`config.mk`:
```
export PLATFORM = sky130hd
export DESIGN_NAME = gray2bin_sync
export DESIGN_NICKNAME = d
export VERILOG_FILES = /design/src/rtl/gray2bin_sync_pkg.sv /design/src/rtl/gray2bin.sv /design/src/rtl/gray2bin_sync.sv
export SDC_FILE = /design/constraint.sdc
export NUM_CORES = 1
export LEC_CHECK = 0
export CAP_MARGIN = 20
export CORE_MARGIN = 3
export CORE_UTILIZATION = 51
export DETAILED_ROUTE_END_ITERATION = 10
export HOLD_SLACK_MARGIN = 0.06
export MAX_ROUTING_LAYER = met4
export PLACE_DENSITY = 0.79
export SLEW_MARGIN = 20
export SYNTH_ARGS = -nofsm -noshare
export SYNTH_HDL_FRONTEND = slang
export SYNTH_HIERARCHICAL = 1
export SYNTH_SLANG_ARGS = --single-unit
```
`constraint.sdc`:
```
create_clock -name clk -period 4.4 [get_ports clk]
set_input_delay 0.66 -clock clk [delete_from_list [all_inputs] [get_ports clk]]
set_output_delay 0.66 -clock clk [all_outputs]
set_load 0.05 [all_outputs]
```
`src/rtl/gray2bin_sync_pkg.sv`:
```
// Shared constants for the Gray pointer receiver.
// Optional step checking is enabled by defining GRAY_STEP_CHECK_EN.
package gray2bin_sync_pkg;
  localparam int SYNC_STAGES_MIN = 2;
  localparam int WIDTH_MIN       = 2;
endpackage

// `define GRAY_STEP_CHECK_EN

```
`src/rtl/gray2bin.sv`:
```
// Combinational Gray-to-binary decoder.
// Each binary bit is the XOR of its own Gray bit and every Gray bit above it.
module gray2bin #(
  parameter int WIDTH = 8
) (
  input  logic [WIDTH-1:0] gray_in,
  output logic [WIDTH-1:0] binary_out
);

  for (genvar i = 0; i < WIDTH; i++) begin : g_bit
    assign binary_out[i] = ^gray_in[WIDTH-1:i];
  end

endmodule

```
`src/rtl/gray2bin_sync.sv`:
```
// Destination-domain receiver for a foreign Gray pointer: synchroniser, registered decode,
// advance delta and, with GRAY_STEP_CHECK_EN defined, a multi-bit-step violation flag.
module gray2bin_sync
  import gray2bin_sync_pkg::*;
#(
  parameter int WIDTH       = 8,
  parameter int SYNC_STAGES = 2
) (
  input  logic             clk,
  input  logic             rst,
  input  logic [WIDTH-1:0] gray_in,
  output logic [WIDTH-1:0] gray_out,
  output logic [WIDTH-1:0] bin_out,
  output logic             ptr_changed,
  output logic [WIDTH-1:0] delta_out,
  output logic             step_err
);

  if (SYNC_STAGES < SYNC_STAGES_MIN) begin : g_bad_sync
    $error("gray2bin_sync: SYNC_STAGES must be at least 2");
  end
  if (WIDTH < WIDTH_MIN) begin : g_bad_width
    $error("gray2bin_sync: WIDTH must be at least 2");
  end

  logic [SYNC_STAGES-1:0][WIDTH-1:0] sync_q;
  logic [WIDTH-1:0]                  prev_gray;
  logic [WIDTH-1:0]                  dec;
  logic                              upd;

  // Plain flop chain: no logic between stages so each bit resolves metastability independently.
  always_ff @(posedge clk or posedge rst) begin
    if (rst) sync_q <= '0;
    else     sync_q <= {sync_q[SYNC_STAGES-2:0], gray_in};
  end

  assign gray_out = sync_q[SYNC_STAGES-1];
  assign upd      = (gray_out != prev_gray);

  gray2bin #(.WIDTH(WIDTH)) u_dec (
    .gray_in    (gray_out),
    .binary_out (dec)
  );

  always_ff @(posedge clk or posedge rst) begin
    if (rst) begin
      prev_gray   <= '0;
      bin_out     <= '0;
      delta_out   <= '0;
      ptr_changed <= 1'b0;
    end else begin
      ptr_changed <= upd;
      if (upd) begin
        prev_gray <= gray_out;
        bin_out   <= dec;
        delta_out <= dec - bin_out;
      end
    end
  end

`ifdef GRAY_STEP_CHECK_EN
  logic             armed;
  logic [WIDTH-1:0] diff;

  assign diff = gray_out ^ prev_gray;

  // The first update after reset may legitimately jump several bits from zero.
  always_ff @(posedge clk or posedge rst) begin
    if (rst) begin
      armed    <= 1'b0;
      step_err <= 1'b0;
    end else begin
      step_err <= upd && armed && ($countones(diff) > 1);
      if (upd) armed <= 1'b1;
    end
  end
`else
  assign step_err = 1'b0;
`endif

endmodule

```
==> results.yml <==
status:
  status: "finished clean"
critical_path:
  cp-end-kind: "flip-flop"
  cp_common_cell: "inv_1"
  worstSetupStartpointType: "flip-flop"
  critPathMaxFanout: 7
  worstSetupStartpoint: "gray_out[7]"
  ff2ff_setup_slack_ps: 1050
  critPathKind: "flip-flop to flip-flop"
  worstPathRequired_ps: 4660
  r2r_end: "delta_out[6]"
  reg2reg_depth: 12
  cp_top_family: "XOR/XNOR gates"
  r2r-start: "gray_out[7]"
  crit_path_top_delay_cell: "xor3_2"
  arrival_ps: 3610
  worst_path_largest_cell_delay_ps: 550
  cp_cell_sequence: "xor3_2 -> xnor3_2 -> xnor2_2 -> inv_1 -> ha_1 -> inv_1 -> fa_1 -> a211oi_1 -> o21bai_1 -> a21oi_1 -> xnor2_1 -> mux2_2"
  path_buf_inv: 2
clock_network:
  clock_sinks: 41
  clkSlewWorstSetupHoldPaths_ps: 130
  hold_buffers: 0
  clk_latency_ps: 360
  cts_max_level: 2
  cts_tree: "yes"
  cts_resized: 0
  cts_made_buffers: 5
  max-clock-path-buffers: 2
  cts_setup_buffers: 0
  root_buffer: "clkbuf_4"
final_layout:
  drive_gt1_share_pct: 11.3
  layout_common_cells: "41 x dfrtp_1, 34 x clkdlybuf4s50_1, 16 x xor2_1, 11 x a21oi_1"
  fill_cells: 267
  n_antenna_cell: 0
  area_growth_pct: 18.6
  final_common_cell: "dfrtp_1"
  nNetsFinal: 194
synthesis:
  synth_nets: 172
  yosysWarnings: 6
  synth_cell_types: 31
  synth_ff_type: "dfrtp_1"
  yosysTopAreaCellShare_pct: 55.9
  seq_area_frac_synth_pct: 55.9
  ys_ff_latch: 41
  syn_inst: 154
  synth_largest_area_cell: "dfrtp_1"
  ys_top_cells_by_area: "dfrtp_1 56%, xor2_1 7.6%, ha_1 4.8%"
  syn_area_per_cell_um2: 11.9
  netlist_area_um2: 1840
  synthArstFlopShare_pct: 100
  synth-edff-count: 0
floorplanning:
  num_rows: 21
  die-area_um2: 4350
  start_util_pct: 54.2
  die_h_um: 66.0
  die_width_um: 66.0
  core_um2: 3390
  pin_count: 36
sta:
  tns_ps: 0
  grt_setup_unrepaired: "false"
  worst_slack_ps: 1050
  worst_slew_pin_slew_ps: 516
  maxSlewHeadroom_pct: 65.5
  finalCritPeriodShare_pct: 76.1
  max_freq_ghz: 0.299
  min_period_ps: 3350
  setup_viol: 0
  slew_violations: 0
  whs_ps: 367
  finalHoldViolCount: 0
  clock_skew_ps: 14.5
detailed_routing:
  route.detailed.wl_per_inst_um: 13.7
  viasPerCell: 4.87
  dr.pass1.iters: 4
  num_vias: 1086
  drcViolationCount: 0
  route.antenna.remaining_nets: 0
  drtIter0Drc: 42
  wl_mm: 3.05
power_and_ir_drop:
  pwr-share-comb_pct: 48.7
  internal-power_mw: 0.751
  switchingPower_mw: 0.561
  p_leak_nw: 0.991
  irDropWorstVdd_v: 0.000233
  clkPwrFrac_pct: 14.4
  switching_share_pct: 42.8
  powerDensity_nw_per_um2: 603
  p_seq_share_pct: 36.9
job:
  cap_viol_max_count: 0
global_route:
  track_usage_pct: 16.7
  grt_pass1_vias: 1120
  grt_max_degree: 42
  grt_pass1_wl_mm: 5.18
  antenna_found_initial: 0
  grt.overflow.total: 0
worst_hold_path:
  hp-class: "flip-flop to flip-flop"
  whs_endpoint: "gray_out[4]"
  hold_depth: 0
  hold_start: "sync_q[4]"
placement:
  portBuffers: 34
  dp_hpwl_mm: 2.23
  dp_slack_ps: 1080
  gp_congestion: 0.795
metal layers:
layer / part of all wire (%) / vias to the layer above / global-route usage [%]
met5: 0 / - / -
met4: 1.8 / 0 / 6.09
met3: 6.1 / 5 / 5.44
met2: 51 / 35 / 26.7
met1: 41 / 521 / 20.0
li1: - / 525 / -
sequential cells by signal (all words and copies together), names as in the netlist:
signal       count
ptr_changed      1
prev_gray        8
gray_out         8
sync_q           8
delta_out        8
bin_out          8
power groups by stage:
stage	clock network (mW)	logic (mW)	registers (mW)
final	0.189	0.640	0.484
after global routing	0.214	0.696	0.495
after CTS	0.196	0.643	0.485
after detailed placement	0	0.639	0.493
after global placement	0	0.625	0.488
after floorplan	0	0.280	0.677
synth_stat cells (3+ instances only):
master / n
dfrtp_1: 41
xor2_1: 16
a21oi_1: 11
buf_4: 11
inv_1: 9
nand2_1: 9
clkbuf_1: 8
ha_1: 7
nor2_1: 6
mux2_2: 4
o21ai_1: 4
xnor2_1: 4
o21ai_0: 3
cell families (layout without fill, tap and decap cells):
group,count (synthesis),in the layout,share of synthesized area [%]
and+or+nand+nor,22,22,5.38
DFF,41,41,55.9
buffers and inverters,29,52,8.59
xor gates and xnor gates,23,23,13.1
other,1,1,0.204
muxes,4,4,2.45
AOI/OAI and AO/OA,26,26,8.52
adders and majority gates,8,8,5.86
worst max-delay path by stage:
stage	end	slack (ps)	depth (start not counted)
finish	delta_out[6]	1050	12
global route	delta_out[6]	860	12
CTS	delta_out[6]	1060	12
detailed placement	delta_out[6]	1080	12
global placement	delta_out[6]	1230	12
floorplan	delta_out[6]	1360	12
cell type report:
class / instances / area, µm² / share of cell area [%]
Tap cell: 46 / 57.6 / 2.64
Sequential cell: 41 / 1030 / 47.1
Multi-Input combinational cell: 84 / 652 / 29.9
Clock inverter: 3 / 22.5 / 1.03
Timing Repair Buffer: 35 / 348 / 16.0
Inverter: 9 / 33.8 / 1.55
Clock buffer: 5 / 37.5 / 1.72
metrics by stage:
stage,instances,power (mW),area (µm²),util [%]
after floorplan,154,0.957,1840,-
after CTS,223,1.32,2180,64.2
after detailed placement,215,1.13,2120,62.5
after global placement,215,1.11,2120,62.5
after global routing,223,1.41,2180,64.2
final,223,1.31,2180,64.2
worst reg2reg max path, delay by kind of cell, from the launching register on:
| kind | cells | cell delay [ps] |
|---|---|---|
| xor gates and xnor gates | 4 | 1250 |
| adders and majority gates | 2 | 570 |
| AOI/OAI and AO/OA | 3 | 530 |
| DFF | 1 | 510 |
| muxes | 1 | 260 |
| buffers and inverters | 2 | 120 |
(Power assumes the default switching activity.)
